### config.mk
export PLATFORM = sky130hd
export DESIGN_NAME = uart_tx_buffer
export DESIGN_NICKNAME = d
export VERILOG_FILES = /design/src/rtl/uart_tx_buffer_pkg.sv /design/src/rtl/uart_tx_buffer_mem.sv /design/src/rtl/uart_tx_buffer.sv
export SDC_FILE = /design/constraint.sdc
export NUM_CORES = 1
export LEC_CHECK = 0
export ABC_AREA = 1
export BUFFER_PORTS_ARGS = -buffer_cell sky130_fd_sc_hd__buf_2
export CORE_AREA = 2 2 124 126
export DETAILED_ROUTE_END_ITERATION = 10
export DIE_AREA = 0 0 126 128
export MAX_ROUTING_LAYER = met4
export PLACE_DENSITY = 0.65
export SYNTH_ARGS = -nofsm -noshare
export SYNTH_HDL_FRONTEND = slang
export SYNTH_SLANG_ARGS = --single-unit
### constraint.sdc
create_clock -name clk -period 5.64 [get_ports clk]
set_input_delay 0 -clock clk [delete_from_list [all_inputs] [get_ports clk]]
set_output_delay 0 -clock clk [all_outputs]
set_load 0.01 [all_outputs]
### src/rtl/uart_tx_buffer_pkg.sv
// rtl/uart_tx_buffer_pkg.sv - shared uart package: defaults and launch FSM encoding
package uart_tx_buffer_pkg;

  localparam int DEFAULT_DATA_WIDTH    = 8;
  localparam int DEFAULT_ADDR_BITS     = 4;
  localparam int DEFAULT_START_TIMEOUT = 15;

  typedef enum logic [1:0] {
    ST_IDLE       = 2'd0,
    ST_WAIT_START = 2'd1,
    ST_WAIT_DONE  = 2'd2
  } tx_state_t;

endpackage

### src/rtl/uart_tx_buffer_mem.sv
// rtl/uart_tx_buffer_mem.sv - simple dual-port storage, synchronous write, asynchronous head read
module uart_tx_buffer_mem #(
  parameter int DATA_WIDTH = 8,
  parameter int ADDR_BITS  = 4
) (
  input  logic                  clk,
  input  logic                  we,
  input  logic [ADDR_BITS-1:0]  waddr,
  input  logic [DATA_WIDTH-1:0] wdata,
  input  logic [ADDR_BITS-1:0]  raddr,
  output logic [DATA_WIDTH-1:0] rdata
);

  logic [DATA_WIDTH-1:0] mem [2**ADDR_BITS];

  always_ff @(posedge clk) begin
    if (we) mem[waddr] <= wdata;
  end

  assign rdata = mem[raddr];

endmodule

### src/rtl/uart_tx_buffer.sv
// rtl/uart_tx_buffer.sv - MMIO byte FIFO feeding a UART core through a launch/busy handshake
module uart_tx_buffer
  import uart_tx_buffer_pkg::*;
#(
  parameter int DATA_WIDTH    = DEFAULT_DATA_WIDTH,
  parameter int ADDR_BITS     = DEFAULT_ADDR_BITS,
  parameter int START_TIMEOUT = DEFAULT_START_TIMEOUT
) (
  input  logic                  clk,
  input  logic                  resetn,
  input  logic                  wr_en,
  input  logic [DATA_WIDTH-1:0] wr_data,
  input  logic                  flush,
  output logic                  full,
  output logic                  empty,
  output logic [ADDR_BITS:0]    count,
  output logic                  overflow,
  output logic                  idle,
  output logic                  tx_ena,
  output logic [DATA_WIDTH-1:0] tx_data,
  input  logic                  tx_busy
);

  localparam logic [ADDR_BITS:0] DEPTH = {1'b1, {ADDR_BITS{1'b0}}};
  localparam int TW = (START_TIMEOUT > 1) ? $clog2(START_TIMEOUT) : 1;

  tx_state_t             state, state_next;
  logic [TW-1:0]         timer, timer_next;
  logic [ADDR_BITS-1:0]  wr_ptr, rd_ptr;
  logic [DATA_WIDTH-1:0] head;
  logic                  accept, pop;

  assign full   = (count == DEPTH);
  assign empty  = (count == '0);
  assign idle   = empty && (state == ST_IDLE);
  // full is the registered state, so a same-cycle pop never makes room for a write
  assign accept = wr_en && !full && !flush;

  uart_tx_buffer_mem #(
    .DATA_WIDTH(DATA_WIDTH),
    .ADDR_BITS (ADDR_BITS)
  ) u_mem (
    .clk  (clk),
    .we   (accept),
    .waddr(wr_ptr),
    .wdata(wr_data),
    .raddr(rd_ptr),
    .rdata(head)
  );

  always_ff @(posedge clk or negedge resetn) begin
    if (!resetn) begin
      state <= ST_IDLE;
      timer <= '0;
    end else begin
      state <= state_next;
      timer <= timer_next;
    end
  end

  always_comb begin
    state_next = state;
    timer_next = timer;
    pop        = 1'b0;
    case (state)
      ST_IDLE: begin
        if (!empty && !tx_busy && !flush) begin
          pop        = 1'b1;
          state_next = ST_WAIT_START;
          timer_next = '0;
        end
      end
      ST_WAIT_START: begin
        // a core that never acknowledges still counts the byte as sent
        if (tx_busy)                              state_next = ST_WAIT_DONE;
        else if (timer == TW'(START_TIMEOUT - 1)) state_next = ST_IDLE;
        else                                      timer_next = timer + TW'(1);
      end
      ST_WAIT_DONE: begin
        if (!tx_busy) state_next = ST_IDLE;
      end
      default: state_next = ST_IDLE;
    endcase
  end

  always_ff @(posedge clk or negedge resetn) begin
    if (!resetn) begin
      wr_ptr   <= '0;
      rd_ptr   <= '0;
      count    <= '0;
      overflow <= 1'b0;
    end else if (flush) begin
      wr_ptr   <= '0;
      rd_ptr   <= '0;
      count    <= '0;
      overflow <= 1'b0;
    end else begin
      if (accept) wr_ptr <= wr_ptr + ADDR_BITS'(1);
      if (pop)    rd_ptr <= rd_ptr + ADDR_BITS'(1);
      if (wr_en && full) overflow <= 1'b1;
      case ({accept, pop})
        2'b10:   count <= count + 1'b1;
        2'b01:   count <= count - 1'b1;
        default: count <= count;
      endcase
    end
  end

  always_ff @(posedge clk or negedge resetn) begin
    if (!resetn) begin
      tx_ena  <= 1'b0;
      tx_data <= '0;
    end else begin
      tx_ena <= pop;
      if (pop) tx_data <= head;
    end
  end

endmodule

==> results.py, run 1 <==
metrics = {
    "power_and_ir_drop": {
        "ir_worst_vdd_v": 0.000215,
        "swShare": 0.310,
        "p_clk_frac": 0.333,
        "p_switching_uw": 997,
        "powerDensity_nw_per_um2": 430,
        "share_comb_of_total_power": 0.214,
        "intPower_mw": 2.22,
        "pwr-share-seq": 0.453,
        "p_leak_nw": 2.68,
    },
    "grt": {
        "antenna_found_initial": 0,
        "grt_util_met2": 0.295,
        "grt_pass1_wl_um": 23500,
        "grt.overflow.total": 0,
        "use_met1": 0.279,
        "grt_pass1_vias": 4059,
        "busiest_layer": "met2",
        "grt_use_total": 0.203,
        "grt_max_degree": 68,
        "met3_usage": 0.0513,
    },
    "worst_setup_path": {
        "critPathMaxFanout": 67,
        "worst-endpoint-arrival_ns": 3.28,
        "critPathKind": "reg -> reg",
        "required_ns": 5.93,
        "crit_path_end_kind": "register",
        "start_kind": "register",
    },
    "sta": {
        "fin_crit_sh": 0.529,
        "max_slew_margin": 0.201,
        "fmax_mhz": 335,
        "worst-slew-pin-transition_ns": 1.19,
        "drv_slew": 0,
        "rsz0062_at_grt": "false",
        "hold_viol_final": 0,
        "period_needed_ns": 2.99,
        "setup_viol": 0,
        "skew_ns": 0.00595,
        "fin_ws_ns": 2.65,
        "tns_ns": 0,
    },
    "placed_design": {
        "dp_hpwl_um": 8870,
        "place_congestion": 0.857,
        "dp_slack_ns": 2.69,
        "numPortBuffers": 30,
    },
    "flow_run": {
        "maxCapViolCount": 0,
    },
    "final_layout": {
        "nNetsFinal": 591,
        "drive_above_1_share": 0.132,
        "area_growth_pct": 14.1,
        "n_fill_cell": 1266,
        "utilization": 0.503,
        "antenna_cells": 0,
    },
    "route": {
        "vias": 4378,
        "wirelength_um": 15200,
        "drt_iter0_markers": 520,
        "post_drt_via_cell_ratio": 5.69,
        "drc": 0,
        "post_drt_wl_per_cell_um": 19.7,
        "antenna_left": 0,
        "dr.pass1.iters": 5,
    },
    "floorplan": {
        "die_area_um2": 16100,
        "fp.dieW_um": 126,
        "start_util": 0.441,
        "rows": 45,
        "io-pin-count": 31,
        "core_area_um2": 14900,
        "die_height_um": 128,
    },
    "clock_network": {
        "cts_setup_buffers": 0,
        "cts_buffer_depth": 2,
        "clk_latency_ns": 0.43,
        "cts_buffers": 17,
        "clk_pin_slew_ns": 0.06,
        "root_buffer": "clkbuf_16",
        "clock_sinks": 157,
        "post_cts_resized": 0,
        "tritoncts": "done",
        "h-tree-depth": 4,
    },
    "logic_synthesis": {
        "synth-seq-cells": 157,
        "yosys.area.top_type": "edfxtp_1",
        "synth_cells": 533,
        "yosysWarnings": 0,
        "syn-cell-area_um2": 6550,
        "ys_types": 33,
        "synth.most_common_cell": "edfxtp_1",
        "syn_area_per_cell_um2": 12.3,
        "postSynth.asyncResetShare": 0.185,
        "synth-edff-count": 128,
        "yosys-top-cells-area": "edfxtp_1 (59%), dfrtp_1 (11%), o21ai_0 (5.7%)",
        "synth_common_cells": "edfxtp_1 (128), nor2_1 (97), o21ai_0 (75)",
        "syn_nets": 555,
        "ys_seq_area_frac": 0.698,
        "synth_top_area_frac": 0.587,
        "synth_ff_type": "edfxtp_1",
    },
    "hold_path": {
        "min_path_type": "in -> reg",
    },
    "run_status": {
        "status": "completed",
    },
}
==> sequential cells by signal (all words and copies together) (netlist names) <==
name and count:
timer 4, state 2, tx_data 8, rd_ptr 4
wr_ptr 4, u_mem.mem 128, overflow 1, count 5
tx_ena 1
==> worst max-delay path: stages (launching register included) <==
cell	delay, ns
dfrtp_2	1.13
inv_2	0.75
o21ai_0	0.36
o22ai_1	0.14
o211ai_1	0.30
a31oi_1	0.12
==> cell type report <==
| type | count | area [um2] | share of cell area |
|---|---|---|---|
| clock buffers | 23 | 448 | 0.0600 |
| clock inverters | 9 | 97.6 | 0.0131 |
| inverters | 29 | 114 | 0.0152 |
| multi-input cells | 320 | 1720 | 0.230 |
| flip-flops and latches | 157 | 4570 | 0.612 |
| well taps | 188 | 235 | 0.0315 |
| repair buffers | 44 | 285 | 0.0382 |
==> layout by cell type (no fill, tap or decap), types with 4 or more instances in the layout <==
master         netlist  routed
ha_1                 9       9
nor3_1               4       4
nand3_1             23      23
buf_2                6      30
o211ai_1            12      12
edfxtp_1           128     128
inv_1               22      22
dfrtp_1             29      28
nand3_2              4       4
dlygate4sd3_1        0      12
a31oi_1              8       8
o221ai_1            20      20
nand2_1             34      34
clkbuf_16            0      17
o22ai_1             14      14
nor2_1              97      97
clkbuf_1            15       6
clkinv_2             0       6
a21oi_1              5       5
o21ai_0             75      75
inv_2                5       5
==> path summary, 6_finish.rpt <==
check	from	endpoint	slack [ns]	depth (start not counted)
worst min register to register	tx_data[5]$_DFFE_PN0P_	tx_data[5]$_DFFE_PN0P_	0.56	2
min in group asynchronous	resetn	count[4]$_DFFE_PN0P_	0.17	2
worst max register to register	rd_ptr[0]$_DFFE_PN0P_	tx_data[1]$_DFFE_PN0P_	2.65	5
max in group asynchronous	resetn	rd_ptr[0]$_DFFE_PN0P_	4.95	2
worst min-delay path	wr_en	wr_ptr[3]$_DFFE_PN0P_	0.04	4
worst max-delay path	rd_ptr[0]$_DFFE_PN0P_	tx_data[1]$_DFFE_PN0P_	2.65	5
==> layer usage <==
layer | up-vias | wire (um)
met1 | 2165 | 6980
met3 | 26 | 1150
met4 | 0 | 352
li1 | 2024 | -
met5 | - | 0
met2 | 163 | 6700
==> kinds of logic (layout without fill, tap and decap cells) <==
logic type / after synthesis / in the layout / share of synthesized area
fa+ha+maj: 9 / 9 / 0.0172
buf+inv: 56 / 105 / 0.0397
compound gates: 137 / 137 / 0.126
xor+xnor: 2 / 2 / 0.00268
flops: 157 / 157 / 0.698
simple gates: 172 / 172 / 0.117
==> metrics by stage <==
stage	total power, mW	hold WS, ns	instances	cell area, um2
2_1_floorplan	1.95	-0.296	533	6550
3_3_place_gp	2.14	0.0939	726	6800
3_5_place_dp	2.16	0.0991	726	6800
4_1_cts	3.22	0.0307	770	7470
5_1_grt	3.38	0.0840	770	7470
6_report	3.21	0.0382	770	7470
==> power groups by stage <==
stage,Combinational (mW),Clock (mW),Sequential (mW)
floorplan,0.516,0,1.43
CTS,0.687,1.08,1.46
finish,0.687,1.07,1.46
global placement,0.662,0,1.47
detailed placement,0.677,0,1.48
global route,0.774,1.13,1.47
==> timing repair <==
| item | in CTS | in global routing |
|---|---|---|
| hold buffers | 12 | 0 |
| endpoints found under the setup margin | 0 | 0 |
| hold endpoints to repair | 163 | 0 |
Power figures use the tool's default switching activity.
==> run 2, diff against run 1 <==
--- a/config.mk
+++ b/config.mk
@@ -5,13 +5,13 @@
 export SDC_FILE = /design/constraint.sdc
 export NUM_CORES = 1
 export LEC_CHECK = 0
-export ABC_AREA = 1
+export ABC_AREA = 0
 export BUFFER_PORTS_ARGS = -buffer_cell sky130_fd_sc_hd__buf_2
-export CORE_AREA = 2 2 124 126
+export CORE_AREA = 2 2 122 124
 export DETAILED_ROUTE_END_ITERATION = 10
-export DIE_AREA = 0 0 126 128
+export DIE_AREA = 0 0 124 126
 export MAX_ROUTING_LAYER = met4
-export PLACE_DENSITY = 0.65
+export PLACE_DENSITY = 0.67
 export SYNTH_ARGS = -nofsm -noshare
 export SYNTH_HDL_FRONTEND = slang
 export SYNTH_SLANG_ARGS = --single-unit
==> constraint.sdc (replaced) <==
create_clock -name clk -period 2.6 [get_ports clk]
set_input_delay 0 -clock clk [delete_from_list [all_inputs] [get_ports clk]]
set_output_delay 0 -clock clk [all_outputs]
set_load 0.01 [all_outputs]
==> results.py, run 2 <==
metrics = {
    "logic_synthesis": {
        "synth_adder_area_share": 0.0177,
        "synth-seq-cells": 157,
        "syn-cell-area_um2": 6370,
        "ys_types": 40,
        "yosys.area_share.simple": 0.0652,
        "synth_top_family_by_area": "multiplexers",
        "synth_top_area_frac": 0.604,
        "syn_nets": 382,
        "muxShareOfSynthArea": 0.142,
        "yosysWarnings": 0,
        "synth_common_cells": "edfxtp_1 (128), nor2_1 (36), mux4_2 (32)",
        "synth_cells": 360,
        "synth_ff_type": "edfxtp_1",
        "synth_compound_area_frac": 0.0310,
        "yosys.area.top_type": "edfxtp_1",
        "synth.most_common_cell": "edfxtp_1",
        "synth-xor-area-share": 0.0124,
        "ys_seq_area_frac": 0.717,
        "yosys-top-cells-area": "edfxtp_1 (60%), dfrtp_1 (11%), mux4_2 (11%)",
        "syn_area_per_cell_um2": 17.7,
        "synth-edff-count": 128,
        "postSynth.asyncResetShare": 0.185,
    },
    "power_and_ir_drop": {
        "powerDensity_nw_per_um2": 890,
        "ir_worst_vdd_v": 0.000634,
        "p_leak_nw": 2.57,
    },
    "worst_setup_path": {
        "crit_path_end_kind": "register",
        "r2r_cells": 8,
        "crit_family": "simple AND/OR/NAND/NOR gates",
        "r2r_slack_ns": 0.13,
        "r2r_start": "count[3]$_DFFE_PN0P_",
        "required_ns": 2.94,
        "cpMaxStageDelayCell": "or4_4",
        "critPathMaxFanout": 4,
        "critPathKind": "reg -> reg",
        "path_cells": "or4_4 -> o21ai_4 -> nor2_4 -> xor2_1 -> ha_2 -> or4_1 -> a21o_1 -> a21oi_1",
        "worst-endpoint-arrival_ns": 2.81,
        "start_kind": "register",
        "critPathMaxStageDelay_ns": 0.57,
        "critical_path_buf_inv_count": 0,
        "r2r-end": "count[2]$_DFFE_PN0P_",
    },
    "final_layout": {
        "top_register": "u_mem.mem",
        "area_growth_pct": 16.8,
        "utilization": 0.520,
        "antenna_cells": 0,
        "drive_above_1_share": 0.256,
        "reg_top3": "u_mem.mem x128, tx_data x8, count x5",
        "largest_reg_flops": 128,
        "n_fill_cell": 1150,
        "nNetsFinal": 438,
        "final_common_cell": "edfxtp_1",
        "final_cell_mix": "edfxtp_1 (128), nor2_1 (35), mux4_2 (32), buf_2 (30), dfrtp_1 (28)",
    },
    "sta": {
        "fmax_mhz": 404,
        "skew_ns": 0.00676,
        "worst-slew-pin-transition_ns": 0.956,
        "fin_crit_sh": 0.951,
        "max_slew_margin": 0.360,
        "fin_ws_ns": 0.126,
        "period_needed_ns": 2.47,
        "drv_slew": 0,
        "hold_viol_final": 0,
        "setup_viol": 0,
    },
    "clock_network": {
        "h-tree-depth": 4,
        "clock_sinks": 157,
        "cts_buffers": 17,
        "cts_setup_buffers": 0,
        "clk_latency_ns": 0.43,
        "clk_pin_slew_ns": 0.06,
        "root_buffer": "clkbuf_16",
        "cts_buffer_depth": 2,
        "tritoncts": "done",
    },
    "placed_design": {
        "dp_hpwl_um": 7480,
        "place_congestion": 0.784,
        "dp_slack_ns": 0.104,
        "numPortBuffers": 30,
    },
    "grt": {
        "grt_max_degree": 35,
        "antenna_found_initial": 0,
        "grt_pass1_wl_um": 18200,
        "grt_pass1_vias": 3341,
        "grt_use_total": 0.171,
        "grt.overflow.total": 0,
    },
    "floorplan": {
        "core_area_um2": 14300,
        "io-pin-count": 31,
        "die_height_um": 126,
        "fp.dieW_um": 124,
        "die_area_um2": 15600,
        "start_util": 0.445,
        "rows": 44,
    },
    "route": {
        "post_drt_via_cell_ratio": 5.33,
        "dr.pass1.iters": 4,
        "drt_iter0_markers": 181,
        "post_drt_wl_per_cell_um": 19.5,
        "antenna_left": 0,
        "vias": 3265,
        "drc": 0,
        "wirelength_um": 12000,
    },
    "hold_path": {
        "min_path_type": "in -> reg",
        "holdCritStartpoint": "flush",
        "min_to": "wr_ptr[0]$_DFFE_PN0P_",
        "hold_path_depth": 3,
    },
    "flow_run": {
        "maxCapViolCount": 0,
    },
    "run_status": {
        "status": "completed",
    },
}
==> run 2: per-stage QoR <==
stage	hold WS (ns)	power, mW	area, um2	instances	TNS (ns)
after global placement	0.0659	4.39	6790	570	0
after detailed placement	0.0780	4.43	6790	570	0
after floorplan	-0.296	3.99	6380	360	-0.0448
after CTS	0.0168	6.68	7430	613	0
after global routing	0.0397	6.93	7440	613	-0.0138
final	0.0425	6.62	7440	613	0
==> run 2: worst max-delay path by stage <==
stage | slack [ns] | cells past startpoint | end | from
2_1_floorplan | -0.04 | 10 | count[4]$_DFFE_PN0P_ | count[1]$_DFFE_PN0P_
3_3_place_gp | 0.14 | 9 | count[4]$_DFFE_PN0P_ | count[3]$_DFFE_PN0P_
3_5_place_dp | 0.10 | 9 | count[4]$_DFFE_PN0P_ | count[3]$_DFFE_PN0P_
4_1_cts | 0.09 | 8 | count[2]$_DFFE_PN0P_ | count[3]$_DFFE_PN0P_
5_1_grt | -0.01 | 10 | count[4]$_DFFE_PN0P_ | count[1]$_DFFE_PN0P_
6_report | 0.13 | 8 | count[2]$_DFFE_PN0P_ | count[3]$_DFFE_PN0P_
==> run 2: cells by family (layout without fill, tap and decap cells) <==
logic type,Yosys count,count (layout)
compound gates,28,28
xor+xnor,9,9
fa+ha+maj,9,9
buf+inv,21,90
flops,157,157
mux,50,50
simple gates,86,86
==> run 2: power breakdown <==
| group | total (mW) | internal, mW | leakage, nW | switching, mW |
|---|---|---|---|---|
| clock | 2.24 | 1.30 | 0.261 | 0.944 |
| combinational | 1.32 | 0.679 | 0.776 | 0.637 |
| sequential | 3.06 | 2.87 | 1.54 | 0.185 |
| total | 6.62 | 4.85 | 2.57 | 1.77 |
==> run 2: layout make-up <==
| class | count | area, um2 | area share |
|---|---|---|---|
| clock buffers | 19 | 433 | 0.0582 |
| clock inverters | 13 | 98.8 | 0.0133 |
| inverters | 5 | 18.8 | 0.00252 |
| multi-input cells | 182 | 1720 | 0.232 |
| flip-flops and latches | 157 | 4570 | 0.615 |
| well taps | 184 | 230 | 0.0310 |
| repair buffers | 53 | 363 | 0.0488 |
==> run 2: worst min-delay path, cell delays in order <==
cell and delay, ns:
buf_2 0.11, buf_4 0.24, nor2_1 0.07
==> run 2: metal layers <==
| layer | GRT usage | share of wire | vias to the layer above |
|---|---|---|---|
| li1 | - | - | 1519 |
| met1 | 0.212 | 0.44 | 1658 |
| met2 | 0.267 | 0.51 | 65 |
| met3 | 0.0476 | 0.036 | 23 |
| met4 | 0.0654 | 0.019 | 0 |
| met5 | - | 0 | - |
==> run 2: timing repair <==
action,CTS,global route
hold buffers,11,0
endpoints found under the hold margin,159,0
resized for setup,0,1
endpoints found under the setup margin,0,2
==> run 3, diff against run 2 <==
--- a/config.mk
+++ b/config.mk
@@ -10,7 +10,6 @@
 export CORE_AREA = 2 2 122 124
 export DETAILED_ROUTE_END_ITERATION = 10
 export DIE_AREA = 0 0 124 126
-export MAX_ROUTING_LAYER = met4
 export PLACE_DENSITY = 0.67
 export SYNTH_ARGS = -nofsm -noshare
 export SYNTH_HDL_FRONTEND = slang
==> constraint.sdc (replaced) <==
create_clock -name clk -period 2.1 [get_ports clk]
set_input_delay 0 -clock clk [delete_from_list [all_inputs] [get_ports clk]]
set_output_delay 0 -clock clk [all_outputs]
set_load 0.01 [all_outputs]
==> results.py, run 3 (same netlist as run 2, synthesis figures left out) <==
metrics = {
    "final_layout": {
        "nNetsFinal": 469,
        "largest_reg_flops": 128,
        "fin_cells": 644,
        "final_common_cell": "edfxtp_1",
        "drive_above_1_share": 0.372,
        "area_growth_pct": 26.9,
        "top_register": "u_mem.mem",
        "antenna_cells": 0,
        "final_cell_mix": "edfxtp_1 (128), mux4_2 (32), buf_2 (30), dfrtp_1 (28), buf_4 (28)",
        "reg_top3": "u_mem.mem x128, tx_data x8, count x5",
    },
    "worst_setup_path": {
        "crit_family": "simple AND/OR/NAND/NOR gates",
        "critPathKind": "reg -> reg",
        "cpMaxStageDelayCell": "or4_4",
        "critical_path_buf_inv_count": 0,
        "critPathMaxFanout": 4,
        "r2r_cells": 9,
        "r2r_slack_ns": -0.35,
        "required_ns": 2.40,
        "critPathMaxStageDelay_ns": 0.56,
        "cp_num_cells": 9,
        "path_cells": "or4_4 -> o21ai_4 -> nor2_4 -> xor2_1 -> ha_2 -> or3_1 -> a21oi_2 -> a2bb2oi_2 -> mux2_4",
        "crit_path_end_kind": "register",
        "worst-endpoint-arrival_ns": 2.76,
        "start_kind": "register",
    },
    "sta": {
        "hold_viol_final": 0,
        "period_needed_ns": 2.45,
        "fmax_mhz": 407,
        "tns_ns": -0.774,
        "drv_slew": 0,
        "setup_viol": 3,
        "fin_ws_ns": -0.355,
        "max_slew_margin": 0.551,
        "rsz0062_at_grt": "true",
        "skew_ns": 0.00893,
        "fin_crit_sh": 1.17,
        "worst-slew-pin-transition_ns": 0.673,
    },
    "floorplan": {
        "io-pin-count": 31,
        "rows": 44,
        "die_area_um2": 15600,
        "start_util": 0.445,
        "die_height_um": 126,
        "fp.dieW_um": 124,
        "core_area_um2": 14300,
    },
    "grt": {
        "grt.overflow.total": 0,
        "antenna_found_initial": 0,
        "grt_pass1_vias": 3558,
        "grt_pass1_wl_um": 19400,
        "grt_use_total": 0.174,
        "grt_max_degree": 35,
    },
    "clock_network": {
        "cts_buffers": 17,
        "clock_sinks": 157,
        "root_buffer": "clkbuf_16",
        "cts_buffer_depth": 2,
        "h-tree-depth": 4,
        "clk_pin_slew_ns": 0.06,
        "clk_latency_ns": 0.42,
        "tritoncts": "done",
    },
    "flow_run": {
        "maxCapViolCount": 0,
    },
    "power_and_ir_drop": {
        "ir_worst_vdd_v": 0.000712,
        "powerDensity_nw_per_um2": 1090,
        "p_leak_nw": 2.82,
    },
    "route": {
        "wirelength_um": 13000,
        "post_drt_wl_per_cell_um": 20.2,
        "drt_iter0_markers": 249,
        "vias": 3517,
        "post_drt_via_cell_ratio": 5.46,
        "dr.pass1.iters": 4,
        "antenna_left": 0,
        "drc": 0,
    },
    "run_status": {
        "violations": "negative setup slack",
        "status": "finished with violations",
    },
    "placed_design": {
        "dp_hpwl_um": 7780,
        "dp_cells": 585,
        "place_congestion": 0.752,
        "dp_slack_ns": -0.406,
        "numPortBuffers": 30,
    },
    "hold_path": {
        "min_path_type": "in -> reg",
        "hold_path_depth": 3,
    },
}
run 3: changes by cell type in the layout (fill, tap and decap cells not counted), moves of 4 or more:
cell      change
clkinv_1      -4
buf_4        +17
nor2_4       +16
nor2_1       -16
buf_12       +13
run 3: cell type report:
class	instances	area, um2
sequential	157	4570
clock buffer	24	472
clock inverter	8	108
fill	1066	6230
tap	184	230
multi-input combinational	182	1920
timing repair buffer	84	761
inverter	5	18.8
run 3: path summary, 6_finish.rpt:
path / startpoint / to
worst min-delay path: flush / wr_ptr[0]$_DFFE_PN0P_
worst max-delay path: count[2]$_DFFE_PN0P_ / count[4]$_DFFE_PN0P_
worst max register to register: count[2]$_DFFE_PN0P_ / count[4]$_DFFE_PN0P_
worst min register to register: overflow$_DFFE_PN0P_ / overflow$_DFFE_PN0P_
max in group asynchronous: resetn / rd_ptr[0]$_DFFE_PN0P_
min in group asynchronous: resetn / overflow$_DFFE_PN0P_
run 3: stage by stage:
step                      hold WS [ns]  instance area [um2]  total power [mW]  utilization
final                           0.0966                 8080              8.79        0.565
after CTS                       0.0712                 7770              8.74        0.543
after global placement          0.0654                 6940              5.61        0.485
after global routing            0.0892                 8080              9.21        0.565
after detailed placement        0.0736                 6940              5.67        0.485
after floorplan                 -0.296                 6380              4.94            -
run 3: repair_timing:
item / in CTS / in global routing
buffers inserted: 1 / 14
hold buffers: 12 / 0
pin swaps: 3 / 14
endpoints found under the hold margin: 160 / 0
gates resized for setup: 32 / 19
setup endpoints to repair: 131 / 141
run 3: per-layer routing:
metal,up-vias,global-route usage,routed length [um]
met4,0,0.0674,238
li1,1592,-,-
met5,-,0,0
met2,96,0.281,6660
met3,19,0.0426,599
met1,1810,0.228,5520
run 3: worst min-delay path: stages:
cell	delay (ns)
buf_2	0.15
buf_4	0.22
nor2_1	0.11
run 3: power breakdown:
| group | switching (mW) | total (mW) | internal (mW) |
|---|---|---|---|
| clock | 1.17 | 2.99 | 1.82 |
| combinational | 0.978 | 2.06 | 1.08 |
| sequential | 0.190 | 3.75 | 3.56 |
| total | 2.34 | 8.79 | 6.46 |
